==> src/rtl/divisor_kca_mmp.sv <==
// Unsigned restoring shift-subtract divider: 2N-bit dividend by N-bit divisor,
// one quotient bit per clock, with divide-by-zero / quotient-overflow detection.
module divisor_kca_mmp #(
  parameter int unsigned N = 8
) (
  input  logic           Clock,
  input  logic           Reset,
  input  logic           Start,
  input  logic [2*N-1:0] Dividendo,
  input  logic [N-1:0]   Divisor,
  output logic [N-1:0]   Cociente,
  output logic [N-1:0]   Residuo,
  output logic           Ready,
  output logic           Error
);

  localparam int unsigned PW = $clog2(N) + 1;

  typedef enum logic {IDLE, ITER} state_t;

  state_t        state;
  logic [N:0]    a;
  logic [N-1:0]  q;
  logic [N-1:0]  d;
  logic [PW-1:0] p;

  logic [N:0]    t;
  logic [N:0]    a_step;
  logic [N-1:0]  q_step;
  logic          take;

  assign Ready = (state == IDLE);

  // a[N] is always 0 between steps (A < D); folding it into the compare keeps
  // the step correct even if that invariant were broken and uses every bit.
  always_comb begin
    t      = {a[N-1:0], q[N-1]};
    take   = a[N] | (t >= {1'b0, d});
    a_step = take ? (t - {1'b0, d}) : t;
    q_step = {q[N-2:0], take};
  end

  always_ff @(posedge Clock) begin
    if (Reset) begin
      state    <= IDLE;
      a        <= '0;
      q        <= '0;
      d        <= '0;
      p        <= '0;
      Cociente <= '0;
      Residuo  <= '0;
      Error    <= 1'b0;
    end else begin
      case (state)
        IDLE: begin
          if (Start) begin
            if (Divisor == '0 || Dividendo[2*N-1:N] >= Divisor) begin
              Cociente <= '1;
              Residuo  <= '0;
              Error    <= 1'b1;
            end else begin
              a     <= {1'b0, Dividendo[2*N-1:N]};
              q     <= Dividendo[N-1:0];
              d     <= Divisor;
              p     <= PW'(N - 1);
              Error <= 1'b0;
              state <= ITER;
            end
          end
        end
        ITER: begin
          a <= a_step;
          q <= q_step;
          if (p == '0) begin
            state    <= IDLE;
            Cociente <= q_step;
            Residuo  <= a_step[N-1:0];
          end else begin
            p <= p - PW'(1);
          end
        end
        default: state <= IDLE;
      endcase
    end
  end

endmodule
==> config.mk <==
export PLATFORM = sky130hd
export DESIGN_NAME = divisor_kca_mmp
export DESIGN_NICKNAME = d
export VERILOG_FILES = /design/src/rtl/divisor_kca_mmp.sv
export SDC_FILE = /design/constraint.sdc
export NUM_CORES = 1
export LEC_CHECK = 0
export BUFFER_PORTS_ARGS = -buffer_cell sky130_fd_sc_hd__buf_4
export CAP_MARGIN = 20
export CORE_MARGIN = 3
export CORE_UTILIZATION = 40
export CTS_BUF_LIST = sky130_fd_sc_hd__clkbuf_2 sky130_fd_sc_hd__clkbuf_4 sky130_fd_sc_hd__clkbuf_8
export DETAILED_ROUTE_END_ITERATION = 8
export PLACE_DENSITY = 0.58
export SYNTH_ARGS = -nofsm -noshare
export SYNTH_HDL_FRONTEND = slang
export SYNTH_SLANG_ARGS = --single-unit
export TNS_END_PERCENT = 20
==> constraint.sdc <==
create_clock -name Clock -period 2.6 [get_ports Clock]
set_input_delay 0.52 -clock Clock [delete_from_list [all_inputs] [get_ports Clock]]
set_output_delay 0.52 -clock Clock [all_outputs]
set_load 0.02 [all_outputs]
==> summary.txt, run 1 <==
STA
  • Final Hold Fails: 0
  • F_max: 428 MHz
  • Setup ws final: 265 ps
  • Slew headroom: 71.6%
  • Hold slack: 467 ps
  • Period utilisation layout: 89.8%
  • Final TNS setup: 0 ps
  • Unrepaired setup endpoints after global routing: no
  • Layout Skew: 4.50 ps
  • Setup-failing EPs final: 0
  • Final min period: roughly 2300 ps
  • Final Slew Violations: 0
  • Least-Margin Pin Slew: 426 ps

Floorplanning
  • Initial core utilization: 42.4%
  • Die Span Y: approximately 86 um
  • Top-level I/O count: 45
  • Die Wd: 86.4 um
  • Overall die area: 0.00747 mm^2
  • Core area: 0.00610 mm^2
  • Num rows: 28

Drt
  • Vias per cell: 5.38
  • Via Count: 2229
  • Wirelength per Cell: approximately 16 um
  • DRT Pass-1 Iters: 4
  • Post-route ant nets: 0
  • Total routed wirelength: 6430 um
  • Initial DRC count: just under 100
  • Drt drc: 0

Critical path
  • Critical path type: flop to flop
  • CP max-delay cell: ha_1
  • CP arrival: 2530 ps
  • Worst-path cell chain: inv_1 -> ha_1 -> a21oi_1 -> o22ai_1 -> a211oi_2 -> buf_4 -> mux2i_1 -> a2bb2o_1
  • Startpoint types: flop
  • CP peak stage delay: between 300 and 400 ps
  • Worst setup EP type: flop
  • Critical Path RT: 2800 ps
  • Worst Path Max Fanout: 7

Place
  • # placed instances: ~410
  • DP Worst Slack: 48.5 ps
  • Placement Cell Area: roughly 0.003 mm^2
  • RD Place Congestion: about 0.80
  • Dpl hpwl: between 5000 and 6000 um
  • Port Buffers: 44

Global route
  • Largest net degree at the start of global routing: 40
  • First-pass GRT wire length: roughly 11000 um
  • Initial antenna violation count: 0
  • GRT Total Usage: 18.4%
  • Gr ovfl total: 0
  • Vias in the first global route: 2157

Clocking
  • TritonCTS clock tree: built
  • Root buf cell: clkbuf_8
  • CTS Buf Count: 5
  • CTS Hold Buffers Added: 0
  • CTS sink count: between 40 and 50
  • Htree depth: 2
  • Worst-skew pair later-pin latency: 300 ps
  • Resize count post-CTS: 0
  • Post-CTS Setup Inserts: 0
  • Clock-pin slew on the worst setup and hold paths: roughly 80 ps
  • Clock buffer depth: 2

Finish
  • Fin cells: 414
  • Most frequent cells in the layout: buf_4, dfxtp_1, nor2_1
  • Diodes inserted: 0
  • Design area: 0.00312 mm^2
  • Leading cell type in the layout, fill and taps excluded: buf_4
  • Nets: 384
  • Layout cell share with drive strength beyond 1: 22.1%
  • Final core occ: 51.1%
  • Area delta synth->final: 20.5%
  • Filler Cell Count: 628

Power and ir drop
  • Power Total: 2.30 mW
  • Sequential Power Share: 37.4%
  • Int Power: 1.49 mW
  • Clock power share: 22.9%
  • Net Sw Frac: 35.3%
  • Combinational share of power: roughly two fifths
  • Lkg Pwr: 1.33 nW
  • NetSw: 810 uW
  • Power Density: ~740 mW/mm^2
  • Worst vdd ir: 289 uV

Yosys
  • Syn Nets: 337
  • Syn Area/Cell: 8.86 um^2
  • Register area share after synthesis: 36.4%
  • Synthesis-stage register bit count: 47
  • EDFF count, synth: 0
  • Async set-reset flop share out of synthesis: 0%
  • Netlist cell types: 45
  • Post-Syn Instances: 292
  • Ys Warns: 0
  • Ys flop type: dfxtp_1
  • Syn Std Cell Area: 0.00259 mm^2

Outcome
  • Status: finished clean

Hold path
  • Worst hold path class: primary input to flop

Run
  • Max Cap Viol: 0
worst max-delay path, delay by kind of cell (launching register included):
kind / cells / cell delay [ps]
AO/OA/AOI/OAI: 4 / 1020
adder cells (fa/ha/maj): 1 / 340
buffers and inverters: 2 / 280
flip-flops: 1 / 320
multiplexers: 1 / 290
layer usage:
metal | global-route usage, % | part of all wire [%] | vias up
li1 | - | - | 1145
met1 | 27.0 | 51 | 1036
met2 | 27.5 | 44 | 43
met3 | 3.90 | 4.2 | 5
met4 | 4.82 | 1.0 | 0
met5 | 0 | 0 | -
power groups by stage:
stage	Clock [mW]	Combinational, mW	Sequential (mW)
after global placement	0	0.900	0.874
after floorplan	0	0.627	0.891
final	0.527	0.911	0.859
after detailed placement	0	0.905	0.875
after global routing	0.574	1.02	0.870
after CTS	0.541	0.910	0.859
sequential cells by signal, indices dropped and copies added (netlist names):
register,count
a,9
Residuo,8
Error,1
Cociente,8
p,4
q,8
state,1
d,8
cell type report:
cell class	instances	area [um^2]	area share [%]
timing repair buffer	56	420	13.5
multi-input combinational	204	1460	46.9
clock inverter	2	37.5	1.20
sequential	47	941	30.2
tap	75	93.8	3.01
inverter	25	93.8	3.01
clock buffer	5	68.8	2.21
final timing paths:
kind	slack, ps	end	depth (start not counted)	start
worst max-delay path	260	Residuo[5]$_SDFFE_PP0P_	8	d[4]$_SDFFE_PP0P_
worst max register to register	260	Residuo[5]$_SDFFE_PP0P_	8	d[4]$_SDFFE_PP0P_
worst min register to register	470	Residuo[5]$_SDFFE_PP0P_	1	Residuo[5]$_SDFFE_PP0P_
worst min-delay path	470	d[2]$_SDFFE_PP0P_	3	Divisor[2]
cell usage after synthesis, types with 2 or more instances:
library cell | number | area (um^2)
nor4_1 | 2 | 12.5
mux2i_1 | 17 | 170
nand2b_1 | 4 | 25.0
a211oi_1 | 8 | 60.1
nand4_1 | 2 | 12.5
nand3_1 | 3 | 15.0
ha_1 | 17 | 213
or2_2 | 2 | 12.5
xor2_1 | 3 | 26.3
a21oi_1 | 30 | 150
o21ai_2 | 2 | 17.5
a2111oi_4 | 2 | 55.1
a222oi_1 | 4 | 40.0
dfxtp_1 | 47 | 941
buf_6 | 3 | 33.8
nand2_1 | 3 | 11.3
a21o_1 | 4 | 30.0
nor3b_1 | 2 | 15.0
clkbuf_1 | 11 | 41.3
o21ai_0 | 3 | 15.0
inv_1 | 25 | 93.8
xnor2_1 | 3 | 26.3
buf_4 | 2 | 15.0
nor2_1 | 42 | 158
nor3_1 | 17 | 85.1
o22ai_1 | 7 | 43.8
o211ai_1 | 5 | 37.5
o2bb2ai_1 | 5 | 43.8
cell families (layout without fill, tap and decap cells):
logic type	count (synthesis)	in the layout	share of synthesized area, %
AOI/OAI and AO/OA	82	82	23.9
adders and majority gates	18	18	9.00
DFF	47	47	36.4
xor gates and xnor gates	6	6	2.03
buffers and inverters	41	88	7.11
and+or+nand+nor	80	80	14.6
muxes	18	18	7.01
Power figures use the tool's default switching activity.
==> run 2, diff against run 1 <==
--- a/config.mk
+++ b/config.mk
@@ -9,7 +9,7 @@
 export CAP_MARGIN = 20
 export CORE_MARGIN = 3
 export CORE_UTILIZATION = 40
-export CTS_BUF_LIST = sky130_fd_sc_hd__clkbuf_2 sky130_fd_sc_hd__clkbuf_4 sky130_fd_sc_hd__clkbuf_8
+export CTS_BUF_LIST = sky130_fd_sc_hd__clkbuf_16
 export DETAILED_ROUTE_END_ITERATION = 8
 export PLACE_DENSITY = 0.58
 export SYNTH_ARGS = -nofsm -noshare
==> constraint.sdc (replaced) <==
create_clock -name Clock -period 2.58 [get_ports Clock]
set_input_delay 0.516 -clock Clock [delete_from_list [all_inputs] [get_ports Clock]]
set_output_delay 0.516 -clock Clock [all_outputs]
set_load 0.02 [all_outputs]
==> summary.txt, run 2 (synthesis results as in run 1) <==
Clocking
  • CTS sink count: 47 (unchanged)
  • CTS Buf Count: 5 (unchanged)
  • Worst-skew pair later-pin latency: 290 ps (about the same)
  • Root buf cell: clkbuf_16
  • Clock buffer depth: 2 (unchanged)
  • Htree depth: 2 (unchanged)
  • TritonCTS clock tree: built
  • CTS Hold Buffers Added: 0 (unchanged)
  • Clock-pin slew on the worst setup and hold paths: 70 ps (about the same)
  • Post-CTS Setup Inserts: 0 (unchanged)
  • Resize count post-CTS: 0 (unchanged)

Floorplanning
  • Overall die area: 0.00747 mm^2 (unchanged)
  • Initial core utilization: 42.4% (unchanged)
  • Die Span Y: 86.4 um (unchanged)
  • Die Wd: 86.4 um (unchanged)
  • Num rows: 28 (unchanged)
  • Top-level I/O count: 45 (unchanged)
  • Core area: 0.00610 mm^2 (unchanged)

Power and ir drop
  • Worst vdd ir: 368 uV (+28%)
  • Lkg Pwr: 1.37 nW (+2.8%)
  • Power Density: 799 mW/mm^2 (+8.3%)

STA
  • Unrepaired setup endpoints after global routing: no
  • Layout Skew: 5.78 ps (+1.28 ps)
  • Slew headroom: 70.9% (-0.69 points)
  • Final Slew Violations: 0 (unchanged)
  • Setup-failing EPs final: 0 (unchanged)
  • F_max: 435 MHz (+1.5%)
  • Final Hold Fails: 0 (unchanged)
  • Period utilisation layout: 89.2% (-0.63 points)
  • Least-Margin Pin Slew: 434 ps (+8.74 ps)
  • Final TNS setup: 0 ps (unchanged)
  • Final min period: 2300 ps (-34.3 ps)

Finish
  • Leading cell type in the layout, fill and taps excluded: buf_4
  • Max reg flops: 9 (unchanged)
  • Area delta synth->final: 23.2%
  • Most frequent cells in the layout: buf_4, dfxtp_1, nor2_1
  • Reg area: 941 um^2 (unchanged)
  • Filler Cell Count: 607 (-3.3%)
  • Area occupied by multi-input gates: 0.00146 mm^2 (unchanged)
  • Largest Register: a
  • Diodes inserted: 0 (unchanged)
  • Final core occ: 52.3% (+1.1 points)
  • Nets: 385 (+0.26%)
  • Layout cell share with drive strength beyond 1: 22.3% (+0.16 points)

Place
  • RD Place Congestion: 0.840 (+5.6%)
  • Dpl hpwl: 5240 um (+4.7%)
  • Port Buffers: 44 (unchanged)

Critical path
  • Startpoint types: flop
  • R2r worst-path depth: 9 (+1)
  • RR Endpoint: a[2]$_SDFFE_PP0P_
  • Critical path type: flop to flop
  • CP arrival: 2460 ps (-70 ps)
  • Worst setup EP type: flop
  • Setup slack, reg-to-reg: 280 ps (about the same)
  • Worst Path Max Fanout: 5 (-2)
  • Critical Path RT: 2740 ps (-60 ps)
  • R2r startpoint: d[4]$_SDFFE_PP0P_

Drt
  • Wirelength per Cell: 16.1 um (+3.9%)
  • Met1 wire length: 3200 um (-1.6%)
  • DRT Pass-1 Iters: 4 (unchanged)
  • Vias per cell: 5.50 (+2.2%)
  • Via Count: 2289 (+2.7%)
  • Routed wl met2: 3150 um (+11%)
  • Post-route ant nets: 0 (unchanged)
  • Met3 WL post-DR: 284 um (+6.0%)
  • Top routing layer in use: met4
  • Total routed wirelength: 6710 um (+4.4%)
  • Drt drc: 0 (unchanged)
  • Initial DRC count: 101 (+2.0%)

Global route
  • Vias in the first global route: 2251 (+4.4%)
  • Gr ovfl total: 0 (unchanged)
  • Largest net degree at the start of global routing: 40 (unchanged)
  • GRT Total Usage: 19.0% (+0.60 points)
  • Initial antenna violation count: 0 (unchanged)
  • First-pass GRT wire length: 11200 um (+4.0%)

Hold path
  • Hold-critical path depth: 1 (-2)
  • Worst hold path class: flop to flop
  • Hold endpoint: Residuo[5]$_SDFFE_PP0P_
  • Hold_sp: Residuo[5]$_SDFFE_PP0P_

Run
  • Max Cap Viol: 0 (unchanged)

Outcome
  • Status: finished clean
## run 2: cell count changes in the layout (fill, tap and decap cells not counted), sizes merged
cell and delta:
clkinv +1, inv +1, buf +1, clkinvlp -1
## run 2: worst max-delay path, cell delays in order (launching register included)
cell	delay [ps]
dfxtp_1	310
inv_1	80
ha_1	350
a21oi_1	260
o22ai_1	160
a211oi_2	330
buf_4	210
mux2i_1	290
a21o_1	160
a21oi_1	30
## run 2: final cells by class
cell class	count	share of cell area, %
inverters	25	2.95
flip-flops and latches	47	29.5
clock inverters	3	1.34
well taps	75	2.95
multi-input cells	204	45.9
clock buffers	5	3.93
repair buffers	57	13.4
## run 2: metal layers
metal	up-vias	GRT usage (%)
met4	0	5.24
met5	-	0
li1	1148	-
met1	1087	26.7
met2	48	30.3
met3	6	3.23
## run 2: how the worst max path moves through the flow
stage,from,endpoint,cells past startpoint
global route,d[4]$_SDFFE_PP0P_,Residuo[6]$_SDFFE_PP0P_,8
finish,d[4]$_SDFFE_PP0P_,a[2]$_SDFFE_PP0P_,9
detailed placement,Dividendo[13],a[2]$_SDFFE_PP0P_,8
floorplan,Divisor[5],a[2]$_SDFFE_PP0P_,8
global placement,Dividendo[13],a[1]$_SDFFE_PP0P_,8
CTS,d[4]$_SDFFE_PP0P_,a[0]$_SDFFE_PP0P_,8
## run 2: stage by stage
stage	area [um^2]	hold WS [ps]	std cells	total power [mW]	setup WS, ps
2_1_floorplan	2590	465	292	1.53	231
3_3_place_gp	3020	447	408	1.80	94.8
3_5_place_dp	3020	449	408	1.81	51.6
4_1_cts	3190	470	416	2.56	247
5_1_grt	3190	491	416	2.70	118
6_report	3190	465	416	2.54	279
## run 2: where the power goes
part	switching (mW)	leakage, nW	internal [mW]	total (mW)
Clock	0.290	0.0818	0.458	0.748
Combinational	0.515	0.900	0.412	0.927
Sequential	0.0630	0.386	0.807	0.870
